[src/rtl/pe.sv]
// Processing element for a 1-D convolution row.
// Loads iact_size activations, then kernel_size weights, then emits
// iact_size-kernel_size+1 partial sums, one multiply-accumulate per cycle.
// Optional feature: define PE_RELU_EN to clamp negative partial sums to zero.
module pe #(
    parameter int unsigned d_width     = 32,
    parameter int unsigned iact_size   = 5,
    parameter int unsigned kernel_size = 3
) (
    input  logic               clk,
    input  logic               rst_n,
    input  logic               start,
    input  logic [d_width-1:0] iact,
    input  logic [d_width-1:0] weight,
    output logic               load_iact,
    output logic               load_weight,
    output logic [d_width-1:0] pe_out,
    output logic               done
);

    localparam int unsigned IactW  = (iact_size > 1) ? $clog2(iact_size) : 1;
    localparam int unsigned KernW  = (kernel_size > 1) ? $clog2(kernel_size) : 1;
    localparam int unsigned NumOut = iact_size - kernel_size + 1;

    typedef enum logic [1:0] {StIdle, StLoadIact, StLoadWeight, StCompute} state_e;

    state_e             state_q, state_d;
    // slot_q: activation slot while loading, output index j while computing.
    logic [IactW-1:0]   slot_q, slot_d;
    // k_q: weight slot while loading, tap index within the current output while computing.
    logic [KernW-1:0]   k_q, k_d;
    logic [d_width-1:0] acc_q, acc_d;
    logic [d_width-1:0] out_q, out_d;
    logic               load_iact_q, load_iact_d;
    logic               load_weight_q, load_weight_d;
    logic               done_q, done_d;
    logic [d_width-1:0] iact_buf_q   [iact_size];
    logic [d_width-1:0] iact_buf_d   [iact_size];
    logic [d_width-1:0] weight_buf_q [kernel_size];
    logic [d_width-1:0] weight_buf_d [kernel_size];

    logic [IactW-1:0]   tap;
    logic [d_width-1:0] prod;
    logic [d_width-1:0] sum;
    logic [d_width-1:0] result;

    // MAC datapath: current tap product added to the running accumulator.
    always_comb begin
        tap  = slot_q + IactW'(k_q);
        // Low d_width bits of a product are identical for signed and unsigned operands.
        prod = weight_buf_q[k_q] * iact_buf_q[tap];
        sum  = acc_q + prod;
`ifdef PE_RELU_EN
        result = sum[d_width-1] ? '0 : sum;
`else
        result = sum;
`endif
    end

    // Next-state logic for the FSM, buffers, counters and output registers.
    always_comb begin
        state_d       = state_q;
        slot_d        = slot_q;
        k_d           = k_q;
        acc_d         = acc_q;
        out_d         = out_q;
        load_iact_d   = 1'b0;
        load_weight_d = 1'b0;
        done_d        = 1'b0;
        iact_buf_d    = iact_buf_q;
        weight_buf_d  = weight_buf_q;

        unique case (state_q)
            StIdle: begin
                if (start) begin
                    state_d = StLoadIact;
                    slot_d  = '0;
                end
            end
            StLoadIact: begin
                iact_buf_d[slot_q] = iact;
                if (slot_q == IactW'(iact_size - 1)) begin
                    state_d     = StLoadWeight;
                    load_iact_d = 1'b1;
                    k_d         = '0;
                end else begin
                    slot_d = slot_q + 1'b1;
                end
            end
            StLoadWeight: begin
                weight_buf_d[k_q] = weight;
                if (k_q == KernW'(kernel_size - 1)) begin
                    state_d       = StCompute;
                    load_weight_d = 1'b1;
                    slot_d        = '0;
                    k_d           = '0;
                    acc_d         = '0;
                end else begin
                    k_d = k_q + 1'b1;
                end
            end
            StCompute: begin
                if (k_q == KernW'(kernel_size - 1)) begin
                    out_d = result;
                    acc_d = '0;
                    k_d   = '0;
                    if (slot_q == IactW'(NumOut - 1)) begin
                        done_d  = 1'b1;
                        state_d = StIdle;
                    end else begin
                        slot_d = slot_q + 1'b1;
                    end
                end else begin
                    acc_d = sum;
                    k_d   = k_q + 1'b1;
                end
            end
            default: state_d = StIdle;
        endcase
    end

    // State registers; reset aborts any operation in flight.
    always_ff @(posedge clk or negedge rst_n) begin
        if (!rst_n) begin
            state_q       <= StIdle;
            slot_q        <= '0;
            k_q           <= '0;
            acc_q         <= '0;
            out_q         <= '0;
            load_iact_q   <= 1'b0;
            load_weight_q <= 1'b0;
            done_q        <= 1'b0;
            for (int i = 0; i < int'(iact_size); i++) iact_buf_q[i] <= '0;
            for (int i = 0; i < int'(kernel_size); i++) weight_buf_q[i] <= '0;
        end else begin
            state_q       <= state_d;
            slot_q        <= slot_d;
            k_q           <= k_d;
            acc_q         <= acc_d;
            out_q         <= out_d;
            load_iact_q   <= load_iact_d;
            load_weight_q <= load_weight_d;
            done_q        <= done_d;
            iact_buf_q    <= iact_buf_d;
            weight_buf_q  <= weight_buf_d;
        end
    end

    assign load_iact   = load_iact_q;
    assign load_weight = load_weight_q;
    assign pe_out      = out_q;
    assign done        = done_q;

endmodule

[config.mk]
export PLATFORM = sky130hd
export DESIGN_NAME = pe
export DESIGN_NICKNAME = d
export VERILOG_FILES = /design/src/rtl/pe.sv
export SDC_FILE = /design/constraint.sdc
export NUM_CORES = 2
export LEC_CHECK = 0
export ABC_CLOCK_PERIOD_IN_PS = 11100
export BUFFER_PORTS_ARGS = -buffer_cell sky130_fd_sc_hd__buf_2
export CAP_MARGIN = 20
export CORE_MARGIN = 2
export CORE_UTILIZATION = 55
export DETAILED_ROUTE_END_ITERATION = 10
export PLACE_DENSITY = 0.72
export SLEW_MARGIN = 20
export SYNTH_ARGS = -nofsm -noshare
export SYNTH_HDL_FRONTEND = slang
export SYNTH_SLANG_ARGS = --single-unit
[constraint.sdc]
create_clock -name clk -period 11.1 [get_ports clk]
set_input_delay 0.555 -clock clk [delete_from_list [all_inputs] [get_ports clk]]
set_output_delay 0.555 -clock clk [all_outputs]
set_load 0.02 [all_outputs]
# == Yosys cells after proc, flatten, opt, wreduce, memory -nomap -nowiden ==
# Index checks and enable logic that the tools add are counted.
# classes
magnitude_cmp,5
n_eq_ne,13
n_reduce_logical,11
multipliers,1
muxes,37
n_addsub,4
div_mod_pow,0
n_bitwise,3
shift,0
# op_table
cell,n
$mux W32,8
$bwmux W160,1
$bmux W32 S3,1
$bwmux W96,1
$demux W32 S3,1
$bmux W32 S2,1
$demux W32 S2,1
$pmux W32 S2,1
$add A32 B32 Y32,1
$mul A32 B32 Y32,1
$mux W3,5
$mux W2,7
$ne A2 B2 Y1 const B,7
$pmux W3 S4,1
$reduce_and A5 Y1,2
$ge A4 B4 Y1 const B,2
$not A3 Y4,2
$pmux W2 S4,1
$mux W1,7
$eq A2 B2 Y1 const B,3
$reduce_and A2 Y1,3
$lt A4 B1 Y1 const B,1
$pmux W2 S2,1
$reduce_bool A2 Y1,2
12 further kinds,13
# totals
memories,0
inputBits,67
ff_bits,330
latch_bits,0
mem_bits_rw,0
romBits,0

# == Depth between registers and ports, before layout ==
# depth
ltp_word,9
mapped_depth,42
ltp_nobuf,34

# == Worst setup path before layout ==
# No wires, ideal clock.
# synth_timing
path_kind,register to register
startpoint,reg k_q[1]
endpoint,reg acc_q[30]
required_time_ns,10.963
path_stages_with_launch,41
n_path_buf,9
setup_ns,0.137
path_slack_ns,1.199
arrival_time_ns,9.764
path_cell_list,dfrtp_1 -> buf_4 -> buf_2 -> buf_2 -> inv_1 -> fa_1 -> xnor2_2 -> buf_6 -> buf_6 -> buf_2 -> and2_1 -> clkbuf_1 -> clkbuf_1 -> nand2_1 -> and2_1 -> clkbuf_1 -> nor2_1 -> fa_1 -> [5 not listed] -> fa_1 -> inv_1 -> fa_1 -> inv_1 -> fa_1 -> inv_1 -> fa_1 -> inv_1 -> ha_1 -> a21o_1 -> a21o_1 -> a21o_1 -> a221o_1 -> a21oi_1 -> o221ai_1 -> a31oi_1 -> xor2_1 -> o21ai_0
# synth_via
elab_chain_cells,9
elab_cells_between_ends,16
cone_classes,add/sub (2); mul (1); eq/ne (2); mux (8); bitwise (2); reduce/logical (1)
# synth_lines
element,line_no,source
"start, declared",31,"logic [KernW-1:0] k_q, k_d;"
"start signal, assigned",138,k_q <= k_d;
$add A3 B2 Y3,49,tap = slot_q + IactW'(k_q);
$not A3 Y4 (not written as such),51,prod = weight_buf_q[k_q] * iact_buf_q[tap];
$bmux W32 S3,51,
$mux W32 (not written as such) (2 in a row),51,
$mul A32 B32 Y32,51,
$add A32 B32 Y32,52,sum = acc_q + prod;
$mux W32,103,if (k_q == KernW'(kernel_size - 1)) begin
$pmux W32 S2,73,unique case (state_q)
"end signal, assigned",128,acc_q <= '0;
"end signal, assigned",139,acc_q <= acc_d;
"end, declared",32,"logic [d_width-1:0] acc_q, acc_d;"
# Parallel ways exist; a longest one is shown, timed or not. The select of a mux whose other input is x is not followed.
# A chain may end at the register's enable or synchronous reset.

# == Worst setup path in the final report ==
# layout_timing
startpoint,reg slot_q[1]
endpoint,reg out_q[30] (netlist: pe_out[30])
# layout_via
elab_chain_cells,7
# layout_lines
element,line_no,source
"start, declared",29,"logic [IactW-1:0] slot_q, slot_d;"
"start signal, assigned",137,slot_q <= slot_d;
$add A3 B2 Y3,49,
$not A3 Y4 (not written as such),51,
$bmux W32 S3,51,
$mux W32 (not written as such) (2 in a row),51,
$mul A32 B32 Y32,51,
$add A32 B32 Y32,52,
"end signal, assigned",140,out_q <= out_d;
"end, declared",33,"logic [d_width-1:0] out_q, out_d;"
# Every way passes these cells. The select of a mux whose other input is x is not followed.

==> impl_results.md <==
- Port bufs: 101
- First-pass GRT wire length: 134.8 mm
- Fill cells: 4527
- Top-count cell post-synth: inv_1
- M2 GR Usage: 50.40%
- Die Wd: between 200 and 250 um
- Setup TNS: 0 ns
- CTS sink cnt: 330
- Crit end category: flop
- Synth cell types: 59
- Share of the synthesized area in the top cell type: 28.37%
- Io pins: 102
- DRT iter0 DRCs: about 1600
- Hold Crit Class: in -> async
- Synth top area cells: fa_1 (28%), dfrtp_1 (27%), mux2_2 (10%)
- Fin crit period: around 10 ns
- Post-Syn Area: between 30000 and 40000 um^2
- Largest area contributor in the netlist: fa_1
- CTS tree: done
- Average instance area after synthesis: 10.51 um^2
- Crit-path most repeated cell: fa_1
- Final WL: 86.41 mm
- Least-Margin Pin Slew: 1.250 ns
- DR vias/cell: 5.740
- Die area: 58230 um^2
- Worst Slack Setup Final: around 1.1 ns
- Routed WL per cell: 22.74 um
- Setup bufs post-CTS: 0
- Vias in the first global route: 23540
- Most Crowded Layer GR: met2
- Clk_skew: 0.04821 ns
- Inserted Diodes: 0
- Seq/Total Area, Yosys: about a quarter
- Hpwl dp: 66.29 mm
- Max cap viols: 0
- Fin. max-slew vios: 0
- Pin count of the biggest net entering global routing: 99
- Die Y: ~240 um
- Synth warn: 0
- Routed Antenna Nets: 0
- # DRC: 0
- Setup Slack @ Placement: 1.125 ns
- CP max FO: 21
- Final Core Density: around 61%
- Tot GR Track Use: 31.06%
- P&R area growth vs syn: 9.000%
- Fin nets: 3663
- Status: complete, but fails checks
- CTS max path bufs: 3
- Setup violators final: 0
- Main synth FF type: dfrtp_1
- Total CTS buffers: 39
- Post-CTS sizing: 0
- Synth top cells by count: inv_1 (524), fa_1 (439), nor2_1 (339), dfrtp_1 (330), mux2_2 (287)
- Fin crit share: between 80% and 90%
- Asr flop ratio synth: 100.0%
- Layout cells sized above 1: 19.69%
- Root buf cell: clkbuf_16
- Initial antenna violation count: 1
- Worst path required time: 11.55 ns
- Core Region: roughly 55000 um^2
- Synth Net Count: 3585
- # hold bufs at CTS: 0
- Placement Rows: 86
- DR pass1 iterations: 7
- Initial core utilization: 55.90%
- Critical Path Source Type: flop
- RSZ-0062 raised after global routing: false
- Grt met1 use: ~40%
- Failing checks: negative hold slack
- Congestion Overflow GR: 0
- Post-synth EDFFs: 0
- Critical Path AT: about 10 ns
- Clk Latency, worst-skew pair: about 0.6 ns
- Slew margin rel.: 15.77%
- Mapped Cells: ~2900
- Highest clock rate: 100.2 MHz
- Worst hold slack: -0.004553 ns
- CTS clk-pin slew, worst paths: 0.06 ns
- Crit-path max cell delay: 0.94 ns
- Met3 Use GR: approximately 6.3%
- Routed vias: 21810
- CP Class: reg -> reg
- Final Hold Fails: 2
- Slowest cell on the critical path: fa_2
- H-Tree Depth: 2
- Final weighted congestion of routability-driven global placement: roughly 0.96
- FF+latch count, synth: 330
cells in the final DEF (no fill, tap or decap), types with 22 or more instances in the layout:
cell	n
mux2_2	287
dfrtp_1	328
a211oi_1	22
mux2i_1	43
inv_1	524
o21ai_0	36
mux4_2	26
a21oi_1	37
a21o_1	22
buf_2	100
nand2_1	249
buf_4	69
ha_1	132
fa_1	438
xnor2_1	62
a22o_1	28
nand2b_1	56
nor2_1	339
clkbuf_16	39
flip-flops by register name, indices dropped and copies added (netlist names):
register	cells
iact_buf_q	160
k_q	2
state_q	2
load_iact	1
acc_q	32
done	1
weight_buf_q	96
pe_out	32
slot_q	3
load_weight	1
critical path: cells and delay by family (launching register included):
family	cells	cell delay, ns
DFF	1	0.50
adders and majority gates	10	5.26
muxes	1	0.56
buffers and inverters	7	0.49
AOI/OAI and AO/OA	8	1.83
xor gates and xnor gates	1	0.20
and+or+nand+nor	3	1.00
logic make-up (layout without fill, tap and decap cells):
group / count (synthesis) / after routing / share of synthesized area, %
adders and majority gates: 572 / 572 / 33.75
xor gates and xnor gates: 86 / 86 / 2.771
muxes: 356 / 356 / 13.71
AOI/OAI and AO/OA: 225 / 225 / 5.009
and+or+nand+nor: 718 / 718 / 9.679
buffers and inverters: 659 / 765 / 8.422
DFF: 330 / 330 / 26.66
per-stage QoR:
stage	instances	area [um^2]
finish	3800	33760
global route	3800	33760
CTS	3800	33730
detailed placement	3731	32440
global placement	3731	32440
floorplan	2946	30970
path summary, 6_finish.rpt:
kind                            start          endpoint  slack (ns)  cells after the start
min reg2reg                pe_out[12]        pe_out[12]        0.48                      2
max in group asynchronous       rst_n            k_q[0]        8.90                      3
max reg2reg                 slot_q[1]        pe_out[30]        1.12                     30
max                         slot_q[1]        pe_out[30]        1.12                     30
min in group clk           weight[12]  weight_buf_q[44]        0.21                      2
min                             rst_n        pe_out[18]      -0.005                      1
layout make-up:
class / count / area [um^2] / area share (%)
Clock buffer: 51 / 1081 / 3.202
Tap cell: 748 / 935.9 / 2.772
Sequential cell: 330 / 8260 / 24.47
Inverter: 524 / 1967 / 5.826
Clock inverter: 18 / 207.7 / 0.6152
Multi-Input combinational cell: 1957 / 20250 / 59.99
Timing Repair Buffer: 172 / 1056 / 3.128
layer usage:
metal	wire (um)	share of wire, %	up-vias
li1	-	-	9349
met1	33920	39	11350
met2	40960	47	881
met3	6845	7.9	236
met4	4685	5.4	0
met5	0	0	-
Power is left out: the tool's default activity adds up to more than one toggle a clock period on the data nets, which glitch-free logic cannot reach.
